### src/rtl/serial_frame_collector.sv
// serial_frame_collector
// Hunts a serial bit stream for a fixed header and then gathers the next
// WIDTH bits, MSB first, into a payload word. A single output holding
// register presents completed words on a valid/ready handshake. Frames that
// complete while the holding register is still occupied are dropped and
// flagged on a sticky overflow bit.

module serial_frame_collector #(
    parameter int                 WIDTH   = 8,
    parameter int                 HDR_LEN = 4,
    parameter logic [HDR_LEN-1:0] HEADER  = 4'b1011
) (
    input  logic             clk,
    input  logic             rstn,
    input  logic             d,
    input  logic             en,
    input  logic             clr_ovf,
    output logic [WIDTH-1:0] word,
    output logic             word_valid,
    input  logic             word_ready,
    output logic             overflow,
    output logic             busy
);

    localparam int HCW = $clog2(HDR_LEN + 1);
    localparam int BCW = $clog2(WIDTH);

    typedef enum logic {
        HUNT,
        COLLECT
    } state_t;

    state_t             state;
    logic [HDR_LEN-1:0] hdr_sr;
    logic [HCW-1:0]     hunt_cnt;
    logic [BCW-1:0]     bit_cnt;
    logic [WIDTH-1:0]   payload;

    logic [HDR_LEN-1:0] hdr_next;
    logic [HCW-1:0]     hunt_next;
    logic               hdr_hit;
    logic [WIDTH-1:0]   pay_next;
    logic               last_bit;
    logic               frame_done;
    logic               transfer;
    logic               drop;

    // Next-value shift registers, header match and handshake decode
    always_comb begin
        hdr_next   = HDR_LEN'({hdr_sr, d});
        hunt_next  = (hunt_cnt == HCW'(HDR_LEN)) ? hunt_cnt : hunt_cnt + 1'b1;
        hdr_hit    = (hdr_next == HEADER) && (hunt_next == HCW'(HDR_LEN));
        pay_next   = WIDTH'({payload, d});
        last_bit   = (bit_cnt == BCW'(WIDTH - 1));
        frame_done = (state == COLLECT) && en && last_bit;
        transfer   = word_valid && word_ready;
        drop       = frame_done && word_valid && !word_ready;
    end

    // Hunt/collect state machine; every register holds while en is low
    always_ff @(posedge clk or negedge rstn) begin
        if (!rstn) begin
            state    <= HUNT;
            hdr_sr   <= '0;
            hunt_cnt <= '0;
            bit_cnt  <= '0;
            payload  <= '0;
        end else if (en) begin
            case (state)
                HUNT: begin
                    if (hdr_hit) begin
                        state    <= COLLECT;
                        hdr_sr   <= '0;
                        hunt_cnt <= '0;
                    end else begin
                        hdr_sr   <= hdr_next;
                        hunt_cnt <= hunt_next;
                    end
                end
                COLLECT: begin
                    payload <= pay_next;
                    if (last_bit) begin
                        bit_cnt <= '0;
                        state   <= HUNT;
                    end else begin
                        bit_cnt <= bit_cnt + 1'b1;
                    end
                end
                default: state <= HUNT;
            endcase
        end
    end

    // Output holding register: load on completion if free or being drained
    always_ff @(posedge clk or negedge rstn) begin
        if (!rstn) begin
            word       <= '0;
            word_valid <= 1'b0;
            overflow   <= 1'b0;
        end else begin
            if (frame_done && (!word_valid || transfer)) begin
                word       <= pay_next;
                word_valid <= 1'b1;
            end else if (transfer) begin
                word_valid <= 1'b0;
            end
            if (drop) begin
                overflow <= 1'b1;
            end else if (clr_ovf) begin
                overflow <= 1'b0;
            end
        end
    end

    assign busy = (state == COLLECT);

endmodule

### config.mk
export PLATFORM = sky130hd
export DESIGN_NAME = serial_frame_collector
export DESIGN_NICKNAME = d
export VERILOG_FILES = /design/src/rtl/serial_frame_collector.sv
export SDC_FILE = /design/constraint.sdc
export NUM_CORES = 1
export LEC_CHECK = 0
export CAP_MARGIN = 0
export CORE_ASPECT_RATIO = 1.5
export CORE_MARGIN = 10
export CORE_UTILIZATION = 47
export DETAILED_ROUTE_END_ITERATION = 8
export PLACE_DENSITY = 0.79
export REMOVE_ABC_BUFFERS = 1
export SLEW_MARGIN = 30
export SYNTH_ARGS = -nofsm -noshare
export SYNTH_HDL_FRONTEND = slang
export SYNTH_SLANG_ARGS = --single-unit
### constraint.sdc
create_clock -name clk -period 1.3 [get_ports clk]
set_input_delay 0.195 -clock clk [delete_from_list [all_inputs] [get_ports clk]]
set_output_delay 0.195 -clock clk [all_outputs]
set_load 0.03 [all_outputs]
Word level (Yosys, flattened, before mapping)
Cells that the tools add are included.
W data, S select, Z words.

storage, ports and cells
  output and inout port bits = 11
  register bits = 27
  word-level logic and storage cells = 40

operators by class
  mux-type cells = 11
  reductions and logical operators = 14
  $add $sub $neg = 2
  bitwise gates (word level) = 1
  equal/unequal tests = 4

operator list
  operator               count
  $mux W3                4
  $eq A3 B3 Y1 const B   3
  $logic_and A1 B1 Y1    7
  $add A3 B1 Y3 const B  2
  $mux W1                6
  $eq A4 B4 Y1 const B   1
  $reduce_and A2 Y1      2
  $reduce_bool A2 Y1     2
  $logic_not A1 Y1       2
  $pmux W1 S2            1
  $logic_or A1 B1 Y1     1
  $not A1 Y1             1

Depth between registers and ports, before layout
Gate-level depths: netlist of the first run.

  word-level depth = 6
  gate-level depth with buffers = 6
  depth with buffers taken out = 5

Worst setup path before layout of the first run
OpenSTA, ideal clock, no wires.

  path type = register to register
  start = register bit_cnt[0]
  end = register word[0]
  cell stages (with the launch flop) = 7
  setup time = 0.125 ns
  setup slack = -0.199 ns
  period minus slack after synthesis = 1.499 ns
  arrival time = 1.373 ns
  data required time = 1.175 ns
  cell sequence = dfrtp_1 ha_1 ha_1 nand3_1 nor2b_1 buf_6 mux2_4

on the way
  longest elaborated chain between the ends = 3

ends and longest elaborated chain
  item                      RTL line  text
  start: declaration        36        logic [BCW-1:0] bit_cnt;
  start signal: assignment  86        bit_cnt <= bit_cnt + 1'b1;
  $eq A3 B3 Y1              54        last_bit = (bit_cnt == BCW'(WIDTH - 1));
  $logic_and A1 B1 Y1       55        frame_done = (state == COLLECT) && en && last_bit;
  $logic_and A1 B1 Y1       101       if (frame_done && (!word_valid || transfer)) begin
  end signal: assignment    102       word <= pay_next;
  end: declaration          18        output logic [WIDTH-1:0] word,

Every way passes these cells.
A chain may end at the register's enable or synchronous reset.

Worst setup path in the final report of the first run
  start = register bit_cnt[1]
  end = register word[5]

The elaborated chain is that of the path after synthesis.

==> impl_metrics.toml, run 1 <==
[sta]
tns_ps = -2387
timing.hold.ws_ps = 207.8
hold_violations = 0
fin_crit_ps = 1522
drv_slew = 0
tightest_slew_ps = 400.4
worst_clock_skew_ps = 13.55
finalCritPeriodShare = 1.171
timing.final.ws_setup_ps = -221.7
max-slew-margin-rel = 0.7331
fmax_mhz = 657.2
rsz0062_at_grt = "true"
setup_violations = 16

[power]
power.leakage_nw = 0.7603
vdd_drop_max_v = 0.001015
pwr_density_cell_mw_per_mm2 = 1635

[clock_network]
cts_buffers = 3
htree_levels = 1
cts.reportedPaths.clkPinSlew_ps = 150
clk_path_buf_depth = 2
clk_latency_ps = 330
tritoncts = "done"
numClockSinks = 27
cts_root_buf = "clkbuf_4"
hold_buffers = 0

[final_layout]
final_cell_mix = "dfrtp_1, buf_4, mux2_2, mux2_4"
n_fill_cell = 204
multi_input_area_um2 = 568.0
fin_cells = 141
final_common_cell = "dfrtp_1"
fin_area_mm2 = 0.001589
area_delta_synth_final_pct = 32.43
drive_above_1_share = 0.5470
n_antenna_cell = 0
nNetsFinal = 128
regArea_um2 = 675.6

[synthesis]
synth-main-ff-cell = "dfrtp_1"
synth_edf_count = 0
ys_seq_elements = 27
syn-cell-area_mm2 = 0.001200
ys_seq_area_frac = 0.5631
postSynthCellCount = 84
synth_area_per_cell_um2 = 14.28
ys_types = 28
synthArstFlopShare = 1.000
yosysWarnings = 0

[min_path]
min_path_type = "in2async"

[die]
die_area_mm2 = 0.005016
rows = 22
die-height_um = 81.89
die_w_um = 61.26
core_area_mm2 = 0.002450
start_util = 0.4898
ios = 17

[global_route]
grt_usage = 0.09334
grt_max_degree = 28
gr-total-overflow = 0
antenna_found_initial = 0
grt_pass1_vias = 841
grt_pass1_wl_mm = 3.636

[drt]
wl_per_cell_um = 16.04
antenna_left = 0
routed_wl_mm = 2.261
dr.pass1.iters = 4
initialDrtViolationCount = 14
vias = 754
viasPerCell = 5.348
drcViolationCount = 0

[placement]
dp_hpwl_mm = 1.557
place_worst_setup_slack_ps = -289.5
dp_cells = 132
placed_area_mm2 = 0.001450
gp_congestion = 0.7914
io_buffer_count = 16

[job]
drv_cap = 0

[worst_setup_path]
critical_path_peak_fanout = 8
crit_type = "reg2reg"
crit_required_ps = 1530
start_kind = "flop"
endpoint_kind = "flop"
worstPathArrival_ps = 1750

[status]
failed_checks = "setup timing"
outcome = "finished, violations left"
[report_power, final]
group | internal [mW] | switching (mW) | leakage (nW) | total (mW)
combinational | 0.588 | 0.416 | 0.389 | 1.00
sequential | 1.04 | 0.185 | 0.357 | 1.22
clock | 0.118 | 0.253 | 0.0139 | 0.371
[path summary, 6_finish.rpt]
path                       startpoint         to  slack [ps]  cells past startpoint
max                        bit_cnt[1]    word[5]        -220                      6
min                              rstn  hdr_sr[1]         210                      2
max reg2reg                bit_cnt[1]    word[5]        -220                      6
min reg2reg                payload[6]    word[7]         520                      1
max in group asynchronous        rstn    word[7]         830                      2
min in group clk              clr_ovf   overflow         450                      2
[cells by family (layout without fill, tap and decap cells)]
group	count (synthesis)	in the layout	share of synthesized area
buffers and inverters	6	39	0.03232
AO/OA/AOI/OAI	10	10	0.06152
AND/OR/NAND/NOR	16	16	0.08342
multiplexers	20	20	0.2106
flip-flops	27	27	0.5631
XOR/XNOR	1	1	0.007301
adder cells (fa/ha/maj)	4	4	0.04171
[stage by stage]
| stage | total power [mW] | utilization |
|---|---|---|
| 6_report | 2.598 | 0.6486 |
| 5_1_grt | 2.772 | 0.6486 |
| 4_1_cts | 2.421 | 0.6272 |
| 3_5_place_dp | 1.991 | 0.5919 |
| 3_3_place_gp | 1.949 | 0.5919 |
| 2_1_floorplan | 1.678 | - |
[routing by layer]
layer  track usage  vias to the layer above  routed length [um]
met1       0.09555                      379                 888
met3       0.02932                        5                 106
met2        0.1665                       12                1216
met5             0                        -                   0
li1              -                      358                   -
met4       0.04128                        0                  50
[area by class of cell]
| cell class | instances | share of cell area |
|---|---|---|
| clock buffers | 3 | 0.01417 |
| clock inverters | 1 | 0.004724 |
| inverters | 3 | 0.007087 |
| multi-input cells | 51 | 0.3575 |
| flip-flops and latches | 27 | 0.4252 |
| well taps | 24 | 0.01890 |
| repair buffers | 32 | 0.1724 |
[cells in the mapped netlist (2+ instances only)]
| library cell | number | area [um^2] |
|---|---|---|
| buf_6 | 2 | 22.52 |
| inv_1 | 3 | 11.26 |
| dfrtp_1 | 27 | 675.7 |
| nand2_1 | 5 | 18.77 |
| mux2_2 | 10 | 112.6 |
| a21oi_1 | 3 | 15.01 |
| nand2b_1 | 2 | 12.51 |
| mux2_4 | 8 | 120.1 |
| ha_1 | 4 | 50.05 |
| mux2i_1 | 2 | 20.02 |
[registers in the layout (all words and copies together), names as in the netlist]
signal      flops
word_valid      1
word            8
overflow        1
busy            1
hdr_sr          3
hunt_cnt        3
bit_cnt         3
payload         7
[worst max-delay path, stage by stage, from the launching register on]
cell and delay (ps):
dfrtp_1 430, ha_4 170, ha_4 140, nand3_4 60
nor2b_2 130, buf_6 170, mux2_4 310
[timing repair]
item                                    4_1_cts  5_1_grt
gates resized for setup                      26       15
endpoints found under the setup margin       22       21
endpoints found under the hold margin         0        0
pin swaps                                     5        6
setup buffers                                 4        3
Power figures use the tool's default switching activity.
==> run 2: changes to the inputs <==
--- a/constraint.sdc
+++ b/constraint.sdc
@@ -3,2 +3,2 @@
 set_output_delay 0.195 -clock clk [all_outputs]
-set_load 0.03 [all_outputs]
+set_load 0.005 [all_outputs]
==> run 2 against run 1 <==
Compared with the run above: the run still ends with setup timing left; critical endpoint is now word[4]; register-to-register slack better by 30 ps; sequential share of layout area barely moved; total power fell by 4.0%; die area is the same; design area about the same; first-iteration DRC count shrank 57%; highest routed layer unchanged; clock skew down 12 ps; setup slack improved by 26 ps; hold slack better by 21 ps; combinational power decreased by 5%; sequential power about the same.
==> impl_metrics.toml, run 2 (same netlist as run 1, synthesis figures left out) <==
[worst_setup_path]
cp_cell_sequence = "ha_2, ha_4, nand3_2, nor2b_2, buf_6, mux2_4"
crit_type = "reg2reg"
timing.rr.start = "bit_cnt[0]"
endpoint_kind = "flop"
slowest_stage = "dfrtp_1"
start_kind = "flop"
worstPathArrival_ps = 1710
crit_required_ps = 1520
crit_family = "flip-flops"
critical_path_peak_fanout = 8
cp.buffers_inverters = 1
cpPeakStageDelay_ps = 390
r2r_slack_ps = -200
critPathLaunch = "bit_cnt[0]"

[final_layout]
n_fill_cell = 194
drive_above_1_share = 0.4538
regMostFlops = "word"
final_common_cell = "dfrtp_1"
nNetsFinal = 130
fin_cells = 143
n_antenna_cell = 0
fin_area_mm2 = 0.001588
biggestRegsByFlops = "word: 8 flops, payload: 7 flops"
largest_register_ffs = 8
final_cell_mix = "dfrtp_1, buf_4, dlygate4sd2_1, mux2_2, mux2_4"
postLayoutCoreUtil = 0.6481
area_delta_synth_final_pct = 32.33

[status]
failed_checks = "setup timing"
outcome = "finished, violations left"

[clock_network]
cts_root_buf = "clkbuf_4"
htree_levels = 1
cts.reportedPaths.clkPinSlew_ps = 140
tritoncts = "done"
clk_latency_ps = 310
clk_path_buf_depth = 2
cts_buffers = 3
numClockSinks = 27

[global_route]
grt_max_degree = 28
grt_use_met2 = 0.1675
use_met3 = 0.03086
antenna_found_initial = 0
grt_pass1_vias = 842
grt_pass1_wl_mm = 3.746
groute.layer.met1.usage = 0.1022
gr-total-overflow = 0
gr-max-usage-layer = "met2"
grt_usage = 0.09745

[die]
start_util = 0.4898
core_area_mm2 = 0.002450
ios = 17
die-height_um = 81.89
die_w_um = 61.26
rows = 22
die_area_mm2 = 0.005016

[drt]
vias = 767
routed_wl_mm = 2.179
initialDrtViolationCount = 6
viasPerCell = 5.364
dr.pass1.iters = 4
drcViolationCount = 0
antenna_left = 0
wl_per_cell_um = 15.24

[sta]
worst_clock_skew_ps = 1.549
timing.hold.ws_ps = 228.4
drv_slew = 0
max-slew-margin-rel = 0.7181
hold_violations = 0
fmax_mhz = 668.8
tightest_slew_ps = 422.9
setup_violations = 16
rsz0062_at_grt = "true"
timing.final.ws_setup_ps = -195.2
fin_crit_ps = 1495
tns_ps = -2215
finalCritPeriodShare = 1.150

[min_path]
min_path_type = "in2async"

[placement]
dp_hpwl_mm = 1.553
place_worst_setup_slack_ps = -297.4
dp_cells = 132
io_buffer_count = 16
placed_area_mm2 = 0.001458
gp_congestion = 0.7839

[power]
finalPower_mw = 2.495
power.leakage_nw = 0.8084
pwr_density_cell_mw_per_mm2 = 1571
vdd_drop_max_v = 0.0009025

[job]
drv_cap = 0
[run 2: worst register-to-register path: cells and delay by family, from the launching register on]
kind / cells / cell delay [ps]
adders and majority gates: 2 / 340
buffers and inverters: 1 / 160
DFF: 1 / 390
muxes: 1 / 310
and+or+nand+nor: 2 / 190
[run 2: area by class of cell]
type,instances,area [um^2],area share
Sequential cell,27,675.6,0.4255
Multi-Input combinational cell,51,546.8,0.3444
Timing Repair Buffer,34,297.8,0.1875
Tap cell,24,30.03,0.01891
Clock buffer,4,26.28,0.01655
Inverter,3,11.26,0.007092
[run 2: power breakdown]
group	internal (mW)	leakage, nW	total, mW	switching [mW]
clock	0.120	0.0150	0.352	0.232
sequential	1.04	0.357	1.20	0.158
combinational	0.553	0.437	0.947	0.394
[run 2: final timing paths]
path / depth (start not counted) / to
max: 6 / word[4]
min: 2 / overflow
max reg2reg: 6 / word[4]
min reg2reg: 1 / word[7]
max in group asynchronous: 2 / hunt_cnt[0]
min in group clk: 2 / overflow
[run 2: per-layer routing]
metal | vias to the layer above | wire (um)
li1 | 366 | -
met1 | 388 | 843
met2 | 9 | 1210
met3 | 4 | 98
met4 | 0 | 26
met5 | - | 0
[run 2: timing repair]
action	4_1_cts	5_1_grt
gates resized for setup	19	7
buffers inserted	6	1
hold buffers	0	0
pin swaps	6	3
setup endpoints to repair	24	16
